[src/rtl/alu_seq_pkg.sv]
// rtl/alu_seq_pkg.sv - shared constants, state encoding and funct decode for alu_sequencer
// Purpose: funct codes, FSM state type and default datapath width used by
//          alu_sequencer and mul_shift_add.
// Ports:   none (package).
// Option:  ALU_SEQ_EARLY_TERM_EN (consumed by mul_shift_add / alu_sequencer).
package alu_seq_pkg;

  localparam int DEFAULT_WIDTH = 32;

  localparam logic [5:0] F_AND   = 6'b100100;
  localparam logic [5:0] F_OR    = 6'b100101;
  localparam logic [5:0] F_ADD   = 6'b100000;
  localparam logic [5:0] F_SUB   = 6'b100010;
  localparam logic [5:0] F_SLT   = 6'b101010;
  localparam logic [5:0] F_MULTU = 6'b011001;
  localparam logic [5:0] F_MFHI  = 6'b010000;
  localparam logic [5:0] F_MFLO  = 6'b010010;

  typedef enum logic [1:0] {
    IDLE = 2'd0,
    ALU  = 2'd1,
    MUL  = 2'd2,
    DONE = 2'd3
  } state_e;

  // Codes forwarded unchanged to the external combinational ALU.
  function automatic logic is_alu_funct(input logic [5:0] f);
    return (f == F_AND) || (f == F_OR) || (f == F_ADD) ||
           (f == F_SUB) || (f == F_SLT);
  endfunction

endpackage

[src/rtl/mul_shift_add.sv]
// rtl/mul_shift_add.sv - iterative unsigned shift-add multiplier datapath
// Purpose: product/multiplicand/counter registers for MULTU, one iteration per step.
// Ports:   clk, reset      - clock, synchronous active-high reset
//          load            - capture operands, clear iteration counter
//          step            - perform one add/shift iteration
//          multiplicand_i  - operand A
//          multiplier_i    - operand B
//          last_o          - the current step is the final one
//          hi_o, lo_o      - product halves as they will be after the current step
// Option:  ALU_SEQ_EARLY_TERM_EN - stop once remaining multiplier bits are zero.
module mul_shift_add
  import alu_seq_pkg::*;
#(
  parameter int WIDTH      = DEFAULT_WIDTH,
  parameter int MUL_CYCLES = WIDTH
) (
  input  logic             clk,
  input  logic             reset,
  input  logic             load,
  input  logic             step,
  input  logic [WIDTH-1:0] multiplicand_i,
  input  logic [WIDTH-1:0] multiplier_i,
  output logic             last_o,
  output logic [WIDTH-1:0] hi_o,
  output logic [WIDTH-1:0] lo_o
);

  localparam int CW = $clog2(MUL_CYCLES + 1);
  localparam logic [CW-1:0] LAST_CNT = CW'(MUL_CYCLES - 1);

  logic [2*WIDTH-1:0] prod_q;
  logic [2*WIDTH-1:0] prod_step;
  logic [2*WIDTH-1:0] prod_out;
  logic [WIDTH-1:0]   mcand_q;
  logic [CW-1:0]      cnt_q;
  logic [WIDTH:0]     sum;

  // Carry out of the upper-half add becomes the new top bit after the shift.
  always_comb begin
    sum       = {1'b0, prod_q[2*WIDTH-1:WIDTH]} + (prod_q[0] ? {1'b0, mcand_q} : '0);
    prod_step = {sum, prod_q[WIDTH-1:1]};
  end

`ifdef ALU_SEQ_EARLY_TERM_EN
  // Shadow of the multiplier bits not yet consumed (bit 0 is consumed on this step).
  logic [WIDTH-2:0] mrem_q;
  logic [CW-1:0]    shamt;

  always_comb begin
    shamt    = LAST_CNT - cnt_q;
    last_o   = (mrem_q == '0) || (cnt_q == LAST_CNT);
    // Remaining iterations would add nothing, so a single shift finishes them.
    prod_out = prod_step >> shamt;
  end

  always_ff @(posedge clk) begin
    if (reset) begin
      mrem_q <= '0;
    end else if (load) begin
      mrem_q <= multiplier_i[WIDTH-1:1];
    end else if (step) begin
      mrem_q <= mrem_q >> 1;
    end
  end
`else
  always_comb begin
    last_o   = (cnt_q == LAST_CNT);
    prod_out = prod_step;
  end
`endif

  always_ff @(posedge clk) begin
    if (reset) begin
      prod_q  <= '0;
      mcand_q <= '0;
      cnt_q   <= '0;
    end else if (load) begin
      prod_q  <= {{WIDTH{1'b0}}, multiplier_i};
      mcand_q <= multiplicand_i;
      cnt_q   <= '0;
    end else if (step) begin
      prod_q  <= prod_step;
      cnt_q   <= cnt_q + 1'b1;
    end
  end

  assign hi_o = prod_out[2*WIDTH-1:WIDTH];
  assign lo_o = prod_out[WIDTH-1:0];

endmodule

[src/rtl/alu_sequencer.sv]
// rtl/alu_sequencer.sv - issues ops to the combinational ALU and runs MULTU/MFHI/MFLO
// Purpose: start/ready request port, registered ALU drive, result capture, HI/LO.
// Ports:   clk, reset           - clock, synchronous active-high reset
//          start, ready         - request valid / sequencer idle
//          funct, dataA, dataB  - operation code and operands
//          dataOut, done, err   - registered result, completion pulse, unknown-funct flag
//          aluA, aluB, aluSignal- registered ALU operand/op drive
//          aluOut               - combinational ALU result
// Option:  ALU_SEQ_EARLY_TERM_EN - MULTU finishes early on small multipliers.
module alu_sequencer
  import alu_seq_pkg::*;
#(
  parameter int WIDTH      = DEFAULT_WIDTH,
  parameter int MUL_CYCLES = WIDTH
) (
  input  logic             clk,
  input  logic             reset,
  input  logic             start,
  output logic             ready,
  input  logic [5:0]       funct,
  input  logic [WIDTH-1:0] dataA,
  input  logic [WIDTH-1:0] dataB,
  output logic [WIDTH-1:0] dataOut,
  output logic             done,
  output logic             err,
  output logic [WIDTH-1:0] aluA,
  output logic [WIDTH-1:0] aluB,
  output logic [5:0]       aluSignal,
  input  logic [WIDTH-1:0] aluOut
);

  state_e           state_q, state_d;
  logic [WIDTH-1:0] data_out_q;
  logic [WIDTH-1:0] hi_q, lo_q;
  logic [WIDTH-1:0] alu_a_q, alu_b_q;
  logic [5:0]       alu_signal_q;
  logic             err_q;

  logic             accept;
  logic             is_alu;
  logic             is_multu;
  logic             mul_skip;
  logic             mul_last;
  logic [WIDTH-1:0] mul_hi, mul_lo;

  assign accept   = (state_q == IDLE) && start;
  assign is_alu   = is_alu_funct(funct);
  assign is_multu = (funct == F_MULTU);

`ifdef ALU_SEQ_EARLY_TERM_EN
  // A zero multiplier has nothing to iterate over: answer straight from IDLE.
  assign mul_skip = (dataB == '0);
`else
  assign mul_skip = 1'b0;
`endif

  mul_shift_add #(
    .WIDTH      (WIDTH),
    .MUL_CYCLES (MUL_CYCLES)
  ) u_mul (
    .clk            (clk),
    .reset          (reset),
    .load           (accept && is_multu),
    .step           (state_q == MUL),
    .multiplicand_i (dataA),
    .multiplier_i   (dataB),
    .last_o         (mul_last),
    .hi_o           (mul_hi),
    .lo_o           (mul_lo)
  );

  always_ff @(posedge clk) begin
    if (reset) begin
      state_q <= IDLE;
    end else begin
      state_q <= state_d;
    end
  end

  always_comb begin
    state_d = state_q;
    case (state_q)
      IDLE: begin
        if (start) begin
          if (is_alu) begin
            state_d = ALU;
          end else if (is_multu && !mul_skip) begin
            state_d = MUL;
          end else begin
            state_d = DONE;
          end
        end
      end
      ALU:     state_d = DONE;
      MUL:     if (mul_last) state_d = DONE;
      DONE:    state_d = IDLE;
      default: state_d = IDLE;
    endcase
  end

  always_comb begin
    ready = (state_q == IDLE);
    done  = (state_q == DONE);
  end

  // Result, HI/LO and err only change on the edge that enters DONE, so a reset
  // mid-operation never leaves a partial update behind.
  always_ff @(posedge clk) begin
    if (reset) begin
      data_out_q   <= '0;
      hi_q         <= '0;
      lo_q         <= '0;
      err_q        <= 1'b0;
      alu_a_q      <= '0;
      alu_b_q      <= '0;
      alu_signal_q <= F_ADD;
    end else begin
      case (state_q)
        IDLE: begin
          if (start) begin
            if (is_alu) begin
              alu_a_q      <= dataA;
              alu_b_q      <= dataB;
              alu_signal_q <= funct;
            end else if (is_multu) begin
              if (mul_skip) begin
                hi_q       <= '0;
                lo_q       <= '0;
                data_out_q <= '0;
                err_q      <= 1'b0;
              end
            end else if (funct == F_MFHI) begin
              data_out_q <= hi_q;
              err_q      <= 1'b0;
            end else if (funct == F_MFLO) begin
              data_out_q <= lo_q;
              err_q      <= 1'b0;
            end else begin
              data_out_q <= '0;
              err_q      <= 1'b1;
            end
          end
        end
        ALU: begin
          data_out_q <= aluOut;
          err_q      <= 1'b0;
        end
        MUL: begin
          if (mul_last) begin
            hi_q       <= mul_hi;
            lo_q       <= mul_lo;
            data_out_q <= mul_lo;
            err_q      <= 1'b0;
          end
        end
        default: ;
      endcase
    end
  end

  assign dataOut   = data_out_q;
  assign err       = err_q;
  assign aluA      = alu_a_q;
  assign aluB      = alu_b_q;
  assign aluSignal = alu_signal_q;

endmodule

[config.mk]
export PLATFORM = sky130hd
export DESIGN_NAME = alu_sequencer
export DESIGN_NICKNAME = d
export VERILOG_FILES = /design/src/rtl/alu_seq_pkg.sv /design/src/rtl/mul_shift_add.sv /design/src/rtl/alu_sequencer.sv
export SDC_FILE = /design/constraint.sdc
export NUM_CORES = 1
export LEC_CHECK = 0
export BUFFER_PORTS_ARGS = -buffer_cell sky130_fd_sc_hd__buf_2
export CAP_MARGIN = 20
export CELL_PAD_IN_SITES_DETAIL_PLACEMENT = 0
export CELL_PAD_IN_SITES_GLOBAL_PLACEMENT = 1
export CORE_ASPECT_RATIO = 1.4
export CORE_UTILIZATION = 46
export CTS_CLUSTER_SIZE = 28
export DETAILED_ROUTE_END_ITERATION = 10
export PLACE_DENSITY_LB_ADDON = 0.1
export SYNTH_ARGS = -nofsm -noshare
export SYNTH_HDL_FRONTEND = slang
export SYNTH_SLANG_ARGS = --single-unit
[constraint.sdc]
create_clock -name clk -period 5.26 [get_ports clk]
set_input_delay 0.263 -clock clk [delete_from_list [all_inputs] [get_ports clk]]
set_output_delay 0.263 -clock clk [all_outputs]
set_load 0.01 [all_outputs]
==> results of run 1 <==
==> final cells by class <==
cell class | count | area (sq um)
Sequential cell | 271 | 5430
Inverter | 17 | 63.8
Tap cell | 370 | 463
Timing Repair Buffer | 291 | 1850
Clock inverter | 11 | 116
Antenna cell | 1 | 2.50
Multi-Input combinational cell | 1192 | 7130
Clock buffer | 41 | 861
Fill cell | 2646 | 11900
==> how the worst max path moves through the flow <==
stage,cells after the start,startpoint,endpoint
after floorplan,12,u_mul.prod_q[0],u_mul.prod_q[59]
after global placement,11,u_mul.prod_q[0],u_mul.prod_q[59]
after detailed placement,11,u_mul.prod_q[0],u_mul.prod_q[59]
after CTS,11,u_mul.prod_q[0],u_mul.prod_q[59]
after global routing,11,u_mul.prod_q[0],hi_q[31]
final,11,u_mul.prod_q[0],u_mul.prod_q[59]
==> worst reg2reg max path, delay by kind of cell, from the launching register on <==
kind / cells / cell delay [ns]
fa+ha+maj: 2 / 0.60
mux: 1 / 0.38
simple gates: 3 / 0.52
buf+inv: 1 / 0.07
compound gates: 4 / 1.06
flops: 1 / 0.91
==> logic make-up (layout without fill, tap and decap cells) <==
logic type / after synthesis / in the layout / synth area share, %
AO/OA/AOI/OAI: 438 / 438 / 20.9
AND/OR/NAND/NOR: 608 / 608 / 21.3
adder cells (fa/ha/maj): 39 / 39 / 3.77
buffers and inverters: 142 / 360 / 4.81
multiplexers: 81 / 81 / 6.22
other: 0 / 1 / 0
flip-flops: 271 / 271 / 41.3
XOR/XNOR: 26 / 26 / 1.73
==> cells in the mapped netlist (all sizes together), types with 4 or more instances <==
cell     number
a2111oi       4
a211oi       74
a21o          9
a21oi       226
a22o         38
a31oi         5
and2         32
and3          4
buf          44
clkbuf       81
dfxtp       271
ha           38
inv          16
mux2i        79
nand2       340
nand3        21
nand3b        6
nand4        13
nor2        119
nor3         42
o211ai        7
o21a          5
o21ai        39
o21bai        6
o311ai        6
or3           7
or4           4
xnor2        14
xor2         12
==> per-stage QoR <==
stage                     setup slack [ns]  area (sq um)  util [%]  std cells
after global routing                  1.28         15900      57.2       2194
after CTS                             1.63         15900      57.2       2193
after global placement                1.73         14300      51.2       2074
after floorplan                       2.41         13100         -       1605
final                                 1.67         15900      57.2       2194
after detailed placement              1.63         14300      51.2       2074
==> per-layer routing <==
metal  vias up  global-route usage, %  wire, microns  share of wire, %
li1       6011                      -              -                 -
met1      5508                   33.9          17100                46
met2       328                   41.7          17400                47
met3        60                   2.84           1820               4.9
met4         0                   8.08            986               2.6
met5         -                      0              0                 0
==> flip-flops by register name (all words and copies together), names as in the netlist <==
register,cells
u_mul.prod_q,64
aluA,32
aluB,32
dataOut,32
hi_q,32
lo_q,32
u_mul.mcand_q,32
aluSignal,6
u_mul.cnt_q,6
state_q,2
err,1
==> report_power, final <==
group,switching [uW],internal [uW],total (uW)
clock network,845,1230,2080
logic,1000,542,1550
registers,101,2220,2320
total,1950,4000,5940
==> run metrics, run 1 <==
commonest non-fill, non-tap cell in the layout=nand2_1; clock buffer count from CTS=28; Buf+Inv Stages, Crit Path=1; Tmin final=roughly 3.6 ns; Worst Min Path Start=aluOut[5]; CTS resizes=0; Yosys top cell by area=dfxtp_1; Final Hold Viols=0; Clock Tree Root=clkbuf_16; Final Setup Violations=0; Final HPWL DP=25000 microns; worst hold stages=4; reg-to-reg critical path endpoint=u_mul.prod_q[59]; number of remaining DRC errors=0; CP cell instances=and2_1, ha_1, inv_1, fa_1, and2b_1, o2111a_1, o21ai_0, a21o_1, a2111oi_2, mux2_2, nand2_1; vias in the first global route=11.1k; I/O Pins=210; share of cells above drive strength 1=between 15 and 20%; Synth top area share=between 40% and 50%; Wirelength per Cell=about 17 microns; first-pass GRT wire length=59100 microns; Final Slew Violations=0; crit path DAT=approximately 4 ns; sequential share of the synthesized area=41.3%; Worst path max stage delay=between 0.9 and 1 ns; synth top area cells=dfxtp_1 41%, nand2_1 9.7%, a21oi_1 8.6%, mux2i_1 6.0%, a211oi_1 4.1%; Antenna Nets Post-Route=0; pwr dens=about 370 nW/um^2; nets=roughly 1.9k; Die H=202 microns; crit-path max FO=33; CTS sink cnt=between 200 and 300; status=finished, final reports clean; Synth Cell Area=~13000 sq um; initial antenna violation count=1; CTS H-Tree Depth=1; clk_lat worst skew=approximately 0.55 ns; max-cap viol count=0; #FFs+latches synth=~270; total nets after synthesis=1749; r2r setup slk=about 1.7 ns; CTS Hold Buffers Added=67; max frequency=between 200 and 300 MHz; Startpoint Class=register; Post-synth EDFFs=0; drt initial violations=between 700 and 800; Longest Clk Path Bufs=3; CP delay by family, top=compound AO/OA/AOI/OAI gates; fin crit share=between 60% and 70%; syn_area_per_cell=8.19 sq um; Slew HR=around 30%; worst reg2reg startpoint=u_mul.prod_q[0]; Die Wd=145 microns; routed vias=11.9k; Die Area=between 20000 and 30000 sq um; core area=approximately 28000 sq um; CP endpoint kind=register; WHS Endpoint=dataOut[5]; clock skew after layout=0.0126 ns; FP Rows=slightly above 70; Initial Util=between 40% and 50%; Fin Hold WS=0.211 ns; vias per cell=5.43; setup repair bufs after CTS=0; Yosys cell types=73; RSZ-0062 raised after global routing=false; Final TNS setup=0 ns; Main synth FF type=dfxtp_1; PortBufs=around 210; GPL Wtd Cong=0.925; slowest library cell on the worst path=dfxtp_1; most frequent cells in the layout=340 x nand2_1, 271 x dfxtp_1, 226 x a21oi_1, 208 x buf_2, 118 x nor2_1; grt total ovfl=0; Syn Inst Count=1605; actual slew at the worst max-slew pin=around 1.1 ns; critical path class=register to register; Reg2Reg Depth=11; VDD IR max=between 0.4 and 0.5 mV; Total Wirelength=37200 microns; CTS clk-pin slew, worst paths=~0.06 ns; CTS tree=built; Synthesis Warnings=0; CP required=~5.8 ns; Area Growth Syn to Fin=21.1%; ys async rst share=0%; GRT Total Usage=25.2%; largest net degree at the start of global routing=128; DR pass1 iterations=5; Pleak=~0.0062 uW; Hold Crit Class=input port to register; Total Power=between 5000 and 6000 uW
(Power assumes the default switching activity.)
==> run 2, diff against run 1 <==
- CORE_UTILIZATION: 46 -> 42
- clock period: 5.26 -> 3.3 ns (I/O delays scaled with it)
==> run 2 against run 1 <==
Compared with the run above:
- non-clock buffer count up 19
- count of clock-buffer cells in the layout shrank 3
- critical path type unchanged
- flip-flop and latch count is the same
- largest cell class unchanged
- power up 64%
- final cell count grew 1.7%
==> run metrics, run 2 (synthesis gave the netlist of run 1 again) <==
GRT Total Usage=24.3% (-0.93 points); actual slew at the worst max-slew pin=1.02 ns (-0.0387 ns); CTS sink cnt=271 (unchanged); Initial Util=42.6% (-4.6 points); crit path DAT=3.58 ns (-0.50 ns); clock skew after layout=0.0123 ns (-0.000306 ns); final core occ=52.4% (-4.7 points); CP required=3.80 ns (-1.95 ns); PortBufs=209 (unchanged); DR pass1 iterations=8 (+3); Hold Crit Class=input port to register; Final TNS setup=0 ns (unchanged); Die Area=32000 sq um (+9.4%); Final HPWL DP=26700 microns (+6.8%); most frequent cells in the layout=340 x nand2_1, 271 x dfxtp_1, 226 x a21oi_1, 208 x buf_2, 118 x nor2_1; VDD IR max=0.380 mV (-14%); nets=1964 (+0.98%); FP Rows=76 (+5.6%); Area Growth Syn to Fin=22.9%; Antenna Nets Post-Route=0 (unchanged); Tmin final=3.08 ns (-0.509 ns); initial antenna violation count=0 (-1); Total Power=9730 uW (+64%); first-pass GRT wire length=61700 microns (+4.3%); grt total ovfl=0 (unchanged); routed vias=11.9k (-0.14%); Wirelength per Cell=17.5 microns (+3.3%); crit-path max FO=7 (-79%); max FFs per register=64 (unchanged); drt initial violations=505 (-28%); Clock Tree Root=clkbuf_16; core area=30800 sq um (+11%); vias in the first global route=11.4k (+2.8%); Die Wd=151 microns (+4.6%); fin cells=2231 (+1.7%); vias per cell=5.33 (-1.8%); max-cap viol count=0 (unchanged); worst reg2reg startpoint=u_mul.prod_q[0]; number of remaining DRC errors=0 (unchanged); share of cells above drive strength 1=18.7% (+0.91 points); Die H=211 microns (+4.6%); max frequency=325 MHz (+17%); Post-Place Cell Area=14500 sq um (+1.4%); Total Wirelength=39100 microns (+5.0%); Final Setup Violations=0 (unchanged); CP endpoint kind=register; Largest Register=u_mul.prod_q; worst hold stages=4 (unchanged); r2r setup slk=0.22 ns (-1.45 ns); commonest non-fill, non-tap cell in the layout=nand2_1; pwr dens=603 nW/um^2 (+61%); status=finished, final reports clean; clk_lat worst skew=0.56 ns (about the same); clock buffer count from CTS=28 (unchanged); largest net degree at the start of global routing=88 (-31%); Worst Min Path Start=aluOut[18]; fin crit share=93.2% (+25 points); post-route cell area=16100 sq um (+1.5%); I/O Pins=210 (unchanged); Pleak=0.00630 uW (+2.0%); Placed Cells=2113 (+1.9%); CTS clk-pin slew, worst paths=0.06 ns (about the same); RSZ-0062 raised after global routing=false; Ant. Diodes=0 (-1); Reg2Reg Depth=11 (unchanged); slowest library cell on the worst path=a2111oi_2; Slew HR=32.1% (+2.6 points); CTS H-Tree Depth=1 (unchanged); critical path class=register to register; reg-to-reg critical path endpoint=u_mul.prod_q[59]; WHS Endpoint=dataOut[18]; Longest Clk Path Bufs=3 (unchanged); CP cell instances=and2_1, ha_1, inv_1, fa_1, and2b_1, o2111a_1, o21ai_0, a21o_1, a2111oi_2, mux2_2, nand2_1; Final Slew Violations=0 (unchanged); GPL Wtd Cong=0.892 (-3.6%); Worst path max stage delay=0.50 ns (-0.41 ns); Startpoint Class=register; Final Hold Viols=0 (unchanged); CTS tree=built
[run 2: critical path, delay by kind of cell, from the launching register on]
kind            cells  cell delay, ns
simple gates        3            0.46
compound gates      4            1.10
buf+inv             1            0.06
flops               1            0.41
mux                 1            0.39
fa+ha+maj           2            0.58
[run 2: stage by stage]
stage / setup WS, ns / hold slack (ns)
floorplan: 0.448 / 0.301
global placement: 0.333 / 0.419
detailed placement: 0.210 / 0.422
CTS: 0.209 / 0.0826
global route: 0.0567 / 0.117
finish: 0.223 / 0.109
[run 2: how the worst max path moves through the flow]
stage / startpoint / end / slack [ns] / depth (start not counted)
finish: u_mul.prod_q[0] / u_mul.prod_q[59] / 0.22 / 11
global route: u_mul.prod_q[0] / hi_q[27] / 0.06 / 11
CTS: u_mul.prod_q[0] / hi_q[24] / 0.21 / 10
detailed placement: u_mul.prod_q[0] / hi_q[24] / 0.21 / 10
global placement: u_mul.prod_q[0] / u_mul.prod_q[56] / 0.33 / 10
floorplan: u_mul.prod_q[0] / u_mul.prod_q[59] / 0.45 / 12
[run 2: area by class of cell]
cell class | instances | area (sq um)
Multi-Input combinational cell | 1192 | 7130
Tap cell | 390 | 488
Sequential cell | 271 | 5430
Clock buffer | 38 | 840
Clock inverter | 13 | 171
Inverter | 17 | 63.8
Fill cell | 3047 | 14700
Timing Repair Buffer | 310 | 2030
[run 2: what timing repair did]
item                       CTS  global route
setup buffers                0             0
hold endpoints to repair   130             0
setup endpoints to repair    0             2
gates resized for setup      0             1
hold buffers                67             0
[run 2: where the power goes]
part | leakage, uW | total, uW | switching [uW] | internal, uW
Clock | 0.000505 | 3460 | 1380 | 2090
Sequential | 0.00219 | 3700 | 156 | 3540
Combinational | 0.00361 | 2570 | 1630 | 941
Total | 0.00630 | 9730 | 3160 | 6570
[run 2: metal layers]
| metal | track usage [%] | wire length, microns | up-vias |
|---|---|---|---|
| li1 | - | - | 6032 |
| met1 | 32.5 | 17900 | 5526 |
| met2 | 40.8 | 18600 | 286 |
| met3 | 2.96 | 1900 | 46 |
| met4 | 6.35 | 749 | 0 |
| met5 | 0 | 0 | - |
